===== src/rtl/data_mem_responder.sv =====
// Wait-state data memory for the MEM stage: holds each access for LATENCY
// cycles, commits on the edge entering DONE, and stalls the pipeline meanwhile.
module data_mem_responder #(
    parameter int unsigned SIZE    = 32,
    parameter int unsigned LATENCY = 2
) (
    input  logic        clk,
    input  logic        rst,
    input  logic        cs_i,
    input  logic        we_i,
    input  logic [31:0] addr_i,
    input  logic [31:0] data_i,
    output logic [31:0] data_o,
    output logic        ready_o,
    output logic        err_o,
    output logic        stall_o
);

    localparam int unsigned AW = $clog2(SIZE);

    typedef enum logic [1:0] {
        S_IDLE,
        S_WAIT,
        S_DONE
    } state_t;

    state_t      state_q, state_d;
    logic [3:0]  cnt_q, cnt_d;
    logic        we_q, we_d;
    logic [31:0] addr_q, addr_d;
    logic [31:0] wdata_q, wdata_d;
    logic [31:0] rdata_q, rdata_d;
    logic        ready_q, ready_d;
    logic        err_q, err_d;
    logic [31:0] mem_q [SIZE];

    logic          req_we;
    logic [31:0]   req_addr;
    logic [31:0]   req_wdata;
    logic          req_err;
    logic [AW-1:0] req_idx;
    logic          commit;
    logic          wr_en;

    // With LATENCY=0 the commit edge is also the capture edge, so the
    // live inputs stand in for the not-yet-loaded request registers.
    always_comb begin
        if (state_q == S_IDLE) begin
            req_we    = we_i;
            req_addr  = addr_i;
            req_wdata = data_i;
        end else begin
            req_we    = we_q;
            req_addr  = addr_q;
            req_wdata = wdata_q;
        end
        req_err = (|req_addr[1:0]) | (|req_addr[31:AW+2]);
        req_idx = req_addr[AW+1:2];
    end

    always_ff @(posedge clk) begin
        if (rst) begin
            state_q <= S_IDLE;
            cnt_q   <= '0;
            we_q    <= 1'b0;
            addr_q  <= '0;
            wdata_q <= '0;
            rdata_q <= '0;
            ready_q <= 1'b0;
            err_q   <= 1'b0;
        end else begin
            state_q <= state_d;
            cnt_q   <= cnt_d;
            we_q    <= we_d;
            addr_q  <= addr_d;
            wdata_q <= wdata_d;
            rdata_q <= rdata_d;
            ready_q <= ready_d;
            err_q   <= err_d;
        end
    end

    always_comb begin
        state_d = state_q;
        unique case (state_q)
            S_IDLE: begin
                if (cs_i) begin
                    state_d = (LATENCY == 0) ? S_DONE : S_WAIT;
                end
            end
            S_WAIT: begin
                if (cnt_q <= 4'd1) begin
                    state_d = S_DONE;
                end
            end
            S_DONE:  state_d = S_IDLE;
            default: state_d = S_IDLE;
        endcase
    end

    always_comb begin
        cnt_d   = cnt_q;
        we_d    = we_q;
        addr_d  = addr_q;
        wdata_d = wdata_q;
        if (state_q == S_IDLE && cs_i) begin
            cnt_d   = 4'(LATENCY);
            we_d    = we_i;
            addr_d  = addr_i;
            wdata_d = data_i;
        end else if (state_q == S_WAIT) begin
            cnt_d = cnt_q - 4'd1;
        end
    end

    always_comb begin
        commit  = (state_d == S_DONE);
        wr_en   = commit & req_we & ~req_err;
        ready_d = commit;
        err_d   = commit & req_err;
        rdata_d = rdata_q;
        if (commit && !req_we) begin
            rdata_d = req_err ? 32'd0 : mem_q[req_idx];
        end
    end

    always_ff @(posedge clk) begin
        if (rst) begin
            for (int i = 0; i < int'(SIZE); i++) begin
                mem_q[i] <= '0;
            end
        end else if (wr_en) begin
            mem_q[req_idx] <= req_wdata;
        end
    end

    assign data_o  = rdata_q;
    assign ready_o = ready_q;
    assign err_o   = err_q;
    assign stall_o = cs_i & ~ready_q;

endmodule


===== config.mk =====
export PLATFORM = sky130hd
export DESIGN_NAME = data_mem_responder
export DESIGN_NICKNAME = d
export VERILOG_FILES = /design/src/rtl/data_mem_responder.sv
export SDC_FILE = /design/constraint.sdc
export NUM_CORES = 2
export LEC_CHECK = 0
export ABC_AREA = 1
export BUFFER_PORTS_ARGS = -buffer_cell sky130_fd_sc_hd__buf_2
export CAP_MARGIN = 20
export CORE_MARGIN = 2
export CORE_UTILIZATION = 40
export DETAILED_ROUTE_END_ITERATION = 16
export HOLD_SLACK_MARGIN = 0.03
export SETUP_SLACK_MARGIN = 0.02
export SYNTH_ARGS = -nofsm -noshare
export SYNTH_HDL_FRONTEND = slang
export SYNTH_SLANG_ARGS = --single-unit

===== constraint.sdc =====
create_clock -name clk -period 4.8 [get_ports clk]
set_input_delay 0.96 -clock clk [delete_from_list [all_inputs] [get_ports clk]]
set_output_delay 0.96 -clock clk [all_outputs]
set_load 0.02 [all_outputs]

Yosys cells after proc, flatten, opt, wreduce, memory -nomap -nowiden
Memories as Yosys holds them, arrays and structs flattened.
Cells that the tools add are included.

word-level totals
  register bits = 105
  latch bits = 0
  bits in writable memories = 1024
  bits in read-only memories = 0
  input port bits = 68
  output and inout bits = 35
  word-level logic and storage cells = 47
  memories = 1

memories
  memory  depth  width  read ports  clocked after memory_dff  write ports  line  text
  mem_q   32     32     1           0                         32           35    logic [31:0] mem_q [SIZE];

operators by class
  add/subtract/negate cells = 1
  multipliers = 0
  divide/modulo/power cells = 0
  order comparisons = 1
  equality and inequality tests = 2
  shift operators = 0
  multiplexer cells = 17
  bitwise logic cells = 7
  reduce and logical (&&, ||, !) cells = 9

operators by type and width
  kind                   number
  $mux W32               4
  $reduce_or A32 Y1      1
  $reduce_or A25 Y1      1
  $mux W2                4
  $mux W1                7
  $mux W5                1
  $and A1 B1 Y1          4
  $le A4 B1 Y1 const B   1
  $pmux W2 S2            1
  $reduce_or A2 Y1       2
  $sub A4 B1 Y4 const B  1
  $eq A2 B1 Y1 const B   1
  $eq A2 B2 Y1 const B   1
  $logic_and A1 B1 Y1    2
  $logic_not A2 Y1       1
  $not A1 Y1             2
  $reduce_bool A2 Y1     1
  $logic_not A1 Y1       1
  $or A1 B1 Y1           1

Longest topological paths before layout
  depth in word-level cells = 11
  gate-level depth with buffers = 16
  gate-level depth less buffers = 14

Worst setup path after synthesis
No wires, ideal clock.

  path kind = input to register
  start point = input addr_i[11]
  end point = memory mem_q[0][0], enable pin
  setup time = 0.389 ns
  arrival = 3.305 ns
  data required time = 4.411 ns
  setup slack = 1.105 ns
  stages = 9
  buffers on the path = 1
  cell sequence = nor2_1 -> nor3b_1 -> nand3_1 -> nand2_2 -> nand3_4 -> nor4_4 -> nand2_4 -> buf_6 -> nand2_1

RTL lines
  item                line  text
  start: declaration  11    input logic [31:0] addr_i,
  end: declaration    35

==> flow_metrics.tcl <==
set metrics [dict create \
    status "finished, final reports clean" \
    hold_buffers 0 \
    vdd_drop_max_mv 0.315 \
    drive_gt1_share_pct 16.5 \
    power_density_nw_per_um2 404 \
    clk_latency_ns 0.75 \
    yosys_register_bits 1129 \
    final_util_pct 45.3 \
    async_flop_share_pct 0 \
    grt_max_degree 137 \
    ant_nets 0 \
    slew_headroom_pct 22.8 \
    seqCellArea_um2 32900 \
    drt_iter0_markers 4838 \
    rsz0062_at_grt "false" \
    crit_path_max_fanout 29 \
    postSynthCellCount 6570 \
    synth.avg_cell_area_um2 8.54 \
    critical_path.most_common_cell "nand2_1" \
    stdcell_count 8521 \
    wl_per_cell_um 21.2 \
    cts.path.max_buffers 3 \
    path_cells "nor2_2, nand2_1, o21ai_1, nand3_1, inv_1, nand2_4, nand2_1, buf_4" \
    crit_arrival_ns 4.05 \
    route.detailed.drc 0 \
    multi_input_comb_area_um2 18000 \
    viasPerCell 4.96 \
    path_clk_slew_ns 0.06 \
    core_area_um2 139000 \
    fin_tns_setup_ns 0 \
    fp.dieW_um 379 \
    hold_path_class "input pin to flop" \
    p_leak_nw 28.6 \
    drv_cap 0 \
    final_nets 6611 \
    grt_pass1_vias 39521 \
    ys.flop_type "edfxtp_1" \
    grt_usage_pct 25.3 \
    synth_area_um2 56100 \
    fill_cells 13508 \
    die-area_um2 143000 \
    worstSetupStartpointType "flop" \
    synth_fp_nets 6640 \
    wl_mm 181 \
    crit_family "buffers and inverters" \
    timing.fmax_ghz 0.273 \
    critPathCaptureType "flop" \
    die_y_um 379 \
    synth_top_area_share_pct 54.8 \
    cts-htree-levels 3 \
    design.portCount 103 \
    synth_edf_count 1024 \
    vias 42284 \
    postCtsSetupBuffers 0 \
    clock_skew_ns 0.0291 \
    area_growth_pct 12.4 \
    rows 137 \
    crit_type "flop to flop" \
    finalSetupViolCount 0 \
    start_util_pct 40.3 \
    worst_ep_required_time_ns 5.18 \
    cts_tree "built" \
    cts_buffers 120 \
    io_buffers 102 \
    dp_hpwl_mm 114 \
    drtPass1Iterations 6 \
    synth-seq-area-share_pct 58.5 \
    antenna_found_initial 13 \
    synth.largest_area_cell "edfxtp_1" \
    hold_violations 0 \
    overflow 0 \
    max_slew.worst_pin.slew_ns 1.15 \
    netlist_top_cells_area "edfxtp_1 55%, nand2_1 16%, nor2_2 6.3%" \
    path_buf_inv 2 \
    slew_viol_final 0 \
    fin_crit_sh_pct 76.3 \
    place.gp.congestion 0.971 \
    period_minus_slack_ns 3.66 \
    cp_slowest_cell "inv_1" \
    ys_types 32 \
    dp.cells 8293 \
    cts-root-buf "clkbuf_16" \
    grt_pass1_wl_mm 266 \
    cpPeakStageDelay_ns 0.79 \
    yosys_warnings 0 \
    clock_sinks 1129 \
    post_cts_resize_count 0 \
]
power by group:
part / switching, mW / internal (mW)
logic: 3.71 / 1.00
registers: 0.0942 / 11.0
clock network: 3.95 / 5.67
total: 7.76 / 17.7
worst paths after layout:
check,cells after the start,slack [ns],start,to
setup / recovery,8,1.14,state_q[1]$_SDFF_PP0_,mem_q[18][28]$_SDFFCE_PN0P_
hold reg to reg,2,0.47,data_o[5]$_SDFFE_PP0P_,data_o[5]$_SDFFE_PP0P_
hold / removal,3,0.46,addr_i[28],addr_q[28]$_SDFFE_PP0P_
setup reg to reg,8,1.14,state_q[1]$_SDFF_PP0_,mem_q[18][28]$_SDFFCE_PN0P_
through the flow:
step	power [mW]	worst slack, ns	cell area [µm²]	hold WS (ns)
floorplan	13.9	1.11	56100	0.451
global placement	15.9	0.540	58900	0.449
detailed placement	16.0	0.576	59000	0.458
CTS	25.5	0.944	63000	0.415
global route	26.3	1.04	63100	0.465
finish	25.5	1.14	63100	0.458
cell usage in the layout, fill, tap and decap left out, types with 33 or more instances in the layout:
| master | count |
|---|---|
| nand2_1 | 2394 |
| edfxtp_1 | 1024 |
| inv_1 | 926 |
| nor2_1 | 650 |
| nor2_2 | 564 |
| o21ai_0 | 192 |
| buf_4 | 140 |
| clkbuf_16 | 123 |
| dfxtp_1 | 105 |
| buf_2 | 102 |
| a21oi_1 | 95 |
| nand3_1 | 91 |
| o21ai_4 | 33 |
metal layers:
metal | up-vias | global-route usage (%) | routed length, µm
met3 | 290 | 4.72 | 16700
met1 | 20276 | 34.6 | 74800
met5 | - | 0 | 26
li1 | 19941 | - | -
met2 | 1773 | 39.3 | 81500
met4 | 4 | 10.7 | 7970
cells in the mapped netlist, types with 3 or more instances:
library cell	number
nor2_1	651
inv_1	927
nor4_4	3
nand4_1	4
dfxtp_1	105
o21ai_2	3
nand2_4	25
nand3_1	91
nor3_2	5
buf_2	13
o21ai_1	34
nor2_2	564
o21ai_0	192
nand2_1	2397
inv_2	3
edfxtp_1	1024
clkinv_1	3
nor3_1	4
a21oi_1	95
buf_1	26
clkbuf_1	315
buf_6	72
cell type report:
cell class,count,share of cell area (%)
well taps,1876,3.72
clock inverters,51,0.909
flip-flops and latches,1129,52.1
inverters,933,5.57
clock buffers,173,5.50
repair buffers,276,3.60
multi-input cells,4081,28.6
diodes,2,0.00794
worst min-delay path: cells and delay by family:
kind | cells | cell delay [ns]
simple gates | 2 | 0.12
buf+inv | 1 | 0.09
logic make-up after synthesis:
logic type               after synthesis  share of synthesized area, %
AND/OR/NAND/NOR                     3752                          28.4
adder cells (fa/ha/maj)                2                        0.0446
AO/OA/AOI/OAI                        327                          2.95
buffers and inverters               1360                          10.1
flip-flops                          1129                          58.5
state kept, by name (all words and copies together) (netlist names):
register  flops
we_q          1
err_o         1
mem_q      1024
state_q       2
wdata_q      32
addr_q       32
ready_o       1
cnt_q         4
data_o       32
(Power assumes the default switching activity.)
